--- src/rtl/i2c_read_responder.sv ---
`default_nettype none
// ============================================================================
// Module   : i2c_read_responder
// Brief    : I2C target read path: address match, register pointer, byte fetch.
// Revision : 1.0 - initial release
// ============================================================================
module i2c_read_responder #(
   parameter logic [6:0] DEVICE_ADDR = 7'h40,
   parameter int         ADDR_BITS   = 8,
   parameter int         DATA_BITS   = 8
) (
   input  logic                 clk,
   input  logic                 reset_n,
   input  logic                 sleep,
   input  logic                 start,
   input  logic                 stop,
   input  logic                 rx_valid,
   input  logic [7:0]           rx_data,
   input  logic                 tx_ready,
   input  logic                 ack_valid,
   input  logic                 master_ack,
   input  logic [DATA_BITS-1:0] bus_rdata,
   output logic [ADDR_BITS-1:0] bus_addr,
   output logic                 bus_r_en,
   output logic                 addr_ack,
   output logic [7:0]           tx_data,
   output logic                 tx_valid,
   output logic                 read_done
);

   localparam logic [3:0] c_IDLE     = 4'd0;
   localparam logic [3:0] c_ADDR     = 4'd1;
   localparam logic [3:0] c_REG      = 4'd2;
   localparam logic [3:0] c_WAIT_RS  = 4'd3;
   localparam logic [3:0] c_FETCH    = 4'd4;
   localparam logic [3:0] c_CAPTURE  = 4'd5;
   localparam logic [3:0] c_PRESENT  = 4'd6;
   localparam logic [3:0] c_WAIT_ACK = 4'd7;
   localparam logic [3:0] c_DRAIN    = 4'd8;

   logic [3:0]           r_state;
   logic [ADDR_BITS-1:0] r_ptr;
   logic                 w_match;
   logic                 w_busy;
   logic [ADDR_BITS-1:0] w_ptr_inc;

   assign w_match   = (rx_data[7:1] == DEVICE_ADDR) && !sleep;
   assign w_busy    = (r_state == c_FETCH) || (r_state == c_CAPTURE) ||
                      (r_state == c_PRESENT) || (r_state == c_WAIT_ACK);
   assign w_ptr_inc = r_ptr + ADDR_BITS'(1);

   // The read strobe is issued on entry to FETCH so it is high during the
   // FETCH cycle; bus_rdata then lands in CAPTURE, giving tx_valid two cycles
   // after bus_r_en.
   always_ff @(posedge clk or negedge reset_n) begin
      if (!reset_n) begin
         r_state   <= c_IDLE;
         r_ptr     <= '0;
         bus_addr  <= '0;
         bus_r_en  <= 1'b0;
         addr_ack  <= 1'b0;
         tx_valid  <= 1'b0;
         tx_data   <= 8'h00;
         read_done <= 1'b0;
      end else begin
         bus_r_en <= 1'b0;
         addr_ack <= 1'b0;
         if (stop) begin
            r_state  <= c_IDLE;
            tx_valid <= 1'b0;
         end else if (start) begin
            r_state   <= c_ADDR;
            tx_valid  <= 1'b0;
            read_done <= 1'b0;
         end else if (sleep && w_busy) begin
            r_state  <= c_DRAIN;
            tx_valid <= 1'b0;
         end else begin
            case (r_state)
               c_IDLE, c_WAIT_RS, c_DRAIN: begin
               end
               c_ADDR: begin
                  if (rx_valid) begin
                     if (!w_match) begin
                        r_state <= c_DRAIN;
                     end else begin
                        addr_ack <= 1'b1;
                        if (rx_data[0]) begin
                           r_state  <= c_FETCH;
                           bus_r_en <= 1'b1;
                           bus_addr <= r_ptr;
                        end else begin
                           r_state <= c_REG;
                        end
                     end
                  end
               end
               c_REG: begin
                  if (rx_valid) begin
                     r_ptr   <= rx_data[ADDR_BITS-1:0];
                     r_state <= c_WAIT_RS;
                  end
               end
               c_FETCH: begin
                  r_state <= c_CAPTURE;
               end
               c_CAPTURE: begin
                  tx_data  <= 8'(bus_rdata);
                  tx_valid <= 1'b1;
                  r_state  <= c_PRESENT;
               end
               c_PRESENT: begin
                  if (tx_ready) begin
                     tx_valid <= 1'b0;
                     r_state  <= c_WAIT_ACK;
                  end
               end
               c_WAIT_ACK: begin
                  if (ack_valid) begin
                     if (master_ack) begin
                        r_ptr    <= w_ptr_inc;
                        bus_addr <= w_ptr_inc;
                        bus_r_en <= 1'b1;
                        r_state  <= c_FETCH;
                     end else begin
                        read_done <= 1'b1;
                        r_state   <= c_DRAIN;
                     end
                  end
               end
               default: begin
                  r_state  <= c_IDLE;
                  tx_valid <= 1'b0;
               end
            endcase
         end
      end
   end

endmodule
`default_nettype wire
--- config.mk ---
export PLATFORM = sky130hd
export DESIGN_NAME = i2c_read_responder
export DESIGN_NICKNAME = d
export VERILOG_FILES = /design/src/rtl/i2c_read_responder.sv
export SDC_FILE = /design/constraint.sdc
export NUM_CORES = 1
export LEC_CHECK = 0
export CAP_MARGIN = 20
export CORE_MARGIN = 10
export CORE_UTILIZATION = 50
export DETAILED_ROUTE_END_ITERATION = 12
export PLACE_DENSITY = 0.8
export SYNTH_ARGS = -nofsm -noshare
export SYNTH_HDL_FRONTEND = slang
export SYNTH_SLANG_ARGS = --single-unit
--- constraint.sdc ---
create_clock -name clk -period 2.35 [get_ports clk]
set_input_delay 0.47 -clock clk [delete_from_list [all_inputs] [get_ports clk]]
set_output_delay 0.47 -clock clk [all_outputs]
set_load 0.02 [all_outputs]
==> impl_metrics.ini, run 1 <==
[setup_path]
cp.required_ns = 2.52
end_kind = flop
path_max_fanout = 18
cp.arrival_ns = 2.28
path_class = flop to flop
worstSetupStartpointType = flop

[yosys]
yosys-top-cells-count = dfrtp_1, mux2_2, nand2_1
ys_ff_latch = 32
ys_async_sr_fraction_pct = 100
yosysWarnings = 0
syn_inst = 181
seq_area_frac_synth_pct = 40.4
ys_types = 58
synthesis.area_mm2 = 0.00198
synth.most_common_cell = dfrtp_1
synth_top_area_share_pct = 40.4
synth_edf_count = 0
synth_area_leaders = dfrtp_1, mux2_2, a31oi_1
synth_fp_nets = 207
synth-main-ff-cell = dfrtp_1
syn_avg_cell_area_um2 = 11.0
yosysTopAreaCell = dfrtp_1

[floorplanning]
ios = 45
core-area_mm2 = 0.00374
die_area_mm2 = 0.00689
start_util_pct = 53.0
die_w_um = 83
fp.dieH_um = 83
rows = 22

[place]
portBuffers = 44
hpwl_um = 4030
dpl_cell_area_mm2 = 0.00252
gp_congestion = 0.956
numPlacedInstances = 276
place_ws_ns = -0.0158

[timing]
finalMaxSlewViolations = 0
worstMarginPinSlew_ns = 0.592
final_hold_viol_count = 0
period_needed_ns = 2.11
clock_skew_ns = 0.00848
slew_headroom_pct = 60.5
setup_tns_ns = 0
worst_slack_ns = 0.238
fmax_ghz = 0.473
setup_viol_count_final = 0
period_share_pct = 89.9
rsz0062_at_grt = false
worst_hold_slack_ns = 0.511

[pwr]
p_leak_nw = 1.16
powerDensity_mw_per_mm2 = 422
ir_drop_mv = 0.408
p_total_mw = 1.10

[final_layout]
antenna_cells = 0
syn2layout_area_growth_pct = 30.7
nNetsFinal = 261
nFillCells = 283
post-route-util_pct = 69.3
multi_input_area_mm2 = 0.00108
regArea_um2 = 801
final_layout_size_suffix_gt1_share_pct = 23.0
fin_cells = 283
design_area_mm2 = 0.00259

[detailed_routing]
drt_first_pass_iters = 5
wl_per_cell_um = 18.6
vias = 1710
drtIter0Drc = 143
wl_um = 5260
ant_nets = 0
drt-vias-per-instance = 6.04
drcViolationCount = 0

[clock_tree]
cts_setup_buffers = 0
clk_pin_slew_ns = 0.07
cts_resized = 0
cts_made_buffers = 5
hold_buffers = 0
clock_path_buffers = 2
clk_latency_ns = 0.28
root_buffer = clkbuf_8
cts_tree = built
cts_sinks = 32
h-tree-depth = 2

[grt]
grt_max_degree = 33
grt_pass1_vias = 1759
antenna_found_initial = 0
grt_usage_pct = 14.9
grt_pass1_wl_um = 8740
grt.overflow.total = 0

[min_path]
hold_class = flop to flop

[run]
drv_cap = 0

[status]
status = finished clean
[worst paths after layout]
path	from	endpoint	slack, ns	depth (start not counted)
worst min register to register	tx_data[0]$_DFFE_PN0P_	tx_data[0]$_DFFE_PN0P_	0.51	1
min in group asynchronous	reset_n	r_state[0]$_DFFE_PN0P_	0.58	2
worst min-delay path	tx_data[0]$_DFFE_PN0P_	tx_data[0]$_DFFE_PN0P_	0.51	1
worst max register to register	r_state[2]$_DFFE_PN0P_	r_ptr[2]$_DFFE_PN0P_	0.24	5
worst max-delay path	r_state[2]$_DFFE_PN0P_	r_ptr[2]$_DFFE_PN0P_	0.24	5
max in group asynchronous	reset_n	bus_addr[6]$_DFFE_PN0P_	1.46	2
[worst max-delay path: stages, from the launching register on]
cell and delay [ns]:
dfrtp_1 0.60, buf_4 0.27, or3b_1 0.40, a22oi_4 0.39, o211ai_1 0.17, o2bb2ai_1 0.15
[logic make-up after synthesis]
group	Yosys count	share of synthesized area (%)
compound gates	50	20.4
xor+xnor	8	3.53
fa+ha+maj	2	1.13
buf+inv	17	5.42
flops	32	40.4
mux	20	11.3
simple gates	52	17.8
[final cells by class]
| class | instances | area share, % |
|---|---|---|
| inverter | 3 | 0.434 |
| clock inverter | 1 | 0.193 |
| sequential | 32 | 30.9 |
| multi-input combinational | 132 | 41.5 |
| timing repair buffer | 61 | 21.9 |
| clock buffer | 6 | 2.80 |
| tap | 48 | 2.32 |
[metal layers]
metal  share of wire, %  wire [um]  track usage (%)
met1                 41       2160             17.3
met4                2.3        119             5.69
met5                  0          0                0
met3                8.3        439             6.84
met2                 48       2550             23.2
[sequential cells by signal (all words and copies together) (netlist names)]
name       count
tx_data        8
bus_r_en       1
tx_valid       1
read_done      1
addr_ack       1
bus_addr       8
r_state        4
r_ptr          8
[layout by cell type (no fill, tap or decap), types with 3 or more instances in the layout]
cell	count
inv_1	3
dfrtp_1	32
o21ai_0	7
mux2_2	19
buf_4	17
a31oi_1	13
nand2b_1	3
clkbuf_8	5
nand2_1	14
xor2_1	6
o2bb2ai_1	6
a21oi_1	5
clkdlybuf4s50_1	44
nor2_1	6
[power by group]
part / internal, mW / switching [mW] / leakage [nW]
Clock: 0.201 / 0.194 / 0.0410
Combinational: 0.0724 / 0.0664 / 0.679
Sequential: 0.555 / 0.00557 / 0.436
Total: 0.829 / 0.266 / 1.16
(Power assumes the default switching activity.)
==> run 2: changes to the inputs <==
--- a/config.mk
+++ b/config.mk
@@ -6,6 +6,7 @@
 export NUM_CORES = 1
 export LEC_CHECK = 0
 export CAP_MARGIN = 20
+export CORE_ASPECT_RATIO = 0.9
 export CORE_MARGIN = 10
 export CORE_UTILIZATION = 50
 export DETAILED_ROUTE_END_ITERATION = 12
==> constraint.sdc (replaced) <==
create_clock -name clk -period 2.6 [get_ports clk]
set_input_delay 0.52 -clock clk [delete_from_list [all_inputs] [get_ports clk]]
set_output_delay 0.52 -clock clk [all_outputs]
set_load 0.02 [all_outputs]
==> run 2 against run 1 <==
Final area fell by 1.4%. Non-clock buffer count down 10. Count of clock-buffer cells in the layout stayed put. Core utilization shrank 1.7 points. Total power up 1.1%. Sequential power fell by 8.9%. Sequential cell count is the same. Final cell count down 3.9%. Clock power grew 22%. Global-route usage increased by 0.41 points. Register-to-register slack improved by 0.13 ns. Clock skew shrank 0.0024 ns. Largest cell class unchanged.
==> impl_metrics.ini, run 2 (same netlist as run 1, synthesis figures left out) <==
[detailed_routing]
drtIter0Drc = 214
drt_first_pass_iters = 4
wl_per_cell_um = 18.9
drt-vias-per-instance = 6.22
ant_nets = 0
wl_um = 5130
vias = 1691
drcViolationCount = 0

[floorplanning]
die_area_mm2 = 0.00689
start_util_pct = 52.4
die_w_um = 86.4
rows = 21
ios = 45
fp.dieH_um = 79.8
core-area_mm2 = 0.00378

[final_layout]
post-route-util_pct = 67.6
nNetsFinal = 251
final_common_cell = clkdlybuf4s50_1
syn2layout_area_growth_pct = 28.9
antenna_cells = 0
nFillCells = 299
final_cell_mix = clkdlybuf4s50_1, dfrtp_1, mux2_2
fin_cells = 272
reg_top3 = bus_addr (8), r_ptr (8), tx_data (8)
final_layout_size_suffix_gt1_share_pct = 19.9

[setup_path]
reg2reg_from = r_state[2]$_DFFE_PN0P_
path_class = input pin to flop
worstSetupStartpointType = input pin
r2r-end = r_state[1]$_DFFE_PN0P_
reg2reg_depth = 5
cp.arrival_ns = 2.52
cp.required_ns = 2.78
path_max_fanout = 8
end_kind = flop
rrSetupSlack_ns = 0.37

[min_path]
whs_endpoint = tx_data[3]$_DFFE_PN0P_
hold_class = flop to flop
worstHoldStart = tx_data[3]$_DFFE_PN0P_
hold_path_depth = 1

[clock_tree]
cts_resized = 0
clock_path_buffers = 2
root_buffer = clkbuf_8
clk_latency_ns = 0.29
clk_pin_slew_ns = 0.07
cts_sinks = 32
cts_made_buffers = 5
cts_setup_buffers = 0
h-tree-depth = 2
cts_tree = built
hold_buffers = 0

[timing]
fmax_ghz = 0.426
setup_viol_count_final = 0
slew_headroom_pct = 47.9
rsz0062_at_grt = false
setup_tns_ns = 0
period_share_pct = 90.2
worstMarginPinSlew_ns = 0.782
period_needed_ns = 2.35
clock_skew_ns = 0.00609
final_hold_viol_count = 0
finalMaxSlewViolations = 0

[grt]
grt_usage_pct = 15.3
antenna_found_initial = 0
grt_pass1_wl_um = 8540
met3_usage_pct = 6.33
grt.met1_usage_pct = 17.9
grt_pass1_vias = 1740
met2_usage_pct = 24.1
grt_max_degree = 33
busiest_layer = met2
grt.overflow.total = 0

[place]
numPlacedInstances = 264
portBuffers = 44
gp_congestion = 0.808
hpwl_um = 3870

[pwr]
p_total_mw = 1.11
p_leak_nw = 1.12
ir_drop_mv = 0.306
powerDensity_mw_per_mm2 = 433

[status]
status = finished clean

[run]
drv_cap = 0
[run 2: cell count changes in the layout (fill, tap and decap cells not counted)]
cell       previous run  this run
buf_12                0         1
bufinv_16             0         1
buf_4                17         6
[run 2: per-stage QoR]
stage	worst slack [ns]	hold slack (ns)	cell area [um^2]
2_1_floorplan	0.756	0.224	1980
4_1_cts	0.281	0.510	2560
3_3_place_gp	0.113	0.491	2450
5_1_grt	0.145	0.537	2560
6_report	0.254	0.505	2560
3_5_place_dp	-0.0271	0.497	2450
[run 2: final cells by class]
| class | instances | area [um^2] | area share [%] |
|---|---|---|---|
| multi-input cells | 132 | 1080 | 42.1 |
| clock buffers | 6 | 72.6 | 2.84 |
| flip-flops and latches | 32 | 801 | 31.3 |
| inverters | 3 | 11.3 | 0.440 |
| well taps | 46 | 57.6 | 2.25 |
| repair buffers | 51 | 505 | 19.8 |
| clock inverters | 2 | 35.0 | 1.37 |
[run 2: power by group]
| part | internal (mW) | switching (mW) | leakage (nW) |
|---|---|---|---|
| Sequential | 0.502 | 0.00973 | 0.436 |
| Clock | 0.284 | 0.196 | 0.0552 |
| Combinational | 0.0612 | 0.0543 | 0.629 |
| Total | 0.847 | 0.260 | 1.12 |
[run 2: per-layer routing]
layer  wire length (um)  up-vias
met3                497       12
met4                101        0
li1                   -      772
met2               2470       96
met1               2070      811
met5                  0        -
[run 2: worst max path at each step]
stage                from                       to  depth (start not counted)
2_1_floorplan  rx_data[2]  bus_addr[0]$_DFFE_PN0P_                          4
3_3_place_gp        sleep  bus_addr[2]$_DFFE_PN0P_                          5
3_5_place_dp        sleep  bus_addr[0]$_DFFE_PN0P_                          5
4_1_cts             sleep  bus_addr[0]$_DFFE_PN0P_                          5
5_1_grt             sleep  bus_addr[1]$_DFFE_PN0P_                          5
6_report            sleep  bus_addr[0]$_DFFE_PN0P_                          5
[run 2: worst max-delay path, stage by stage]
cell and delay [ns]:
clkdlybuf4s50_1 0.57, nor4b_2 0.47, nand4_1 0.24, a21oi_4 0.34
mux2_2 0.38
==> run 3: changes to the inputs <==
--- a/config.mk
+++ b/config.mk
@@ -5,6 +5,7 @@
 export SDC_FILE = /design/constraint.sdc
 export NUM_CORES = 1
 export LEC_CHECK = 0
+export ABC_CLOCK_PERIOD_IN_PS = 2600
 export CAP_MARGIN = 20
 export CORE_ASPECT_RATIO = 0.9
 export CORE_MARGIN = 10
==> results of run 3 <==
The final DEF is identical to that of run 2; final timing and power are the same.
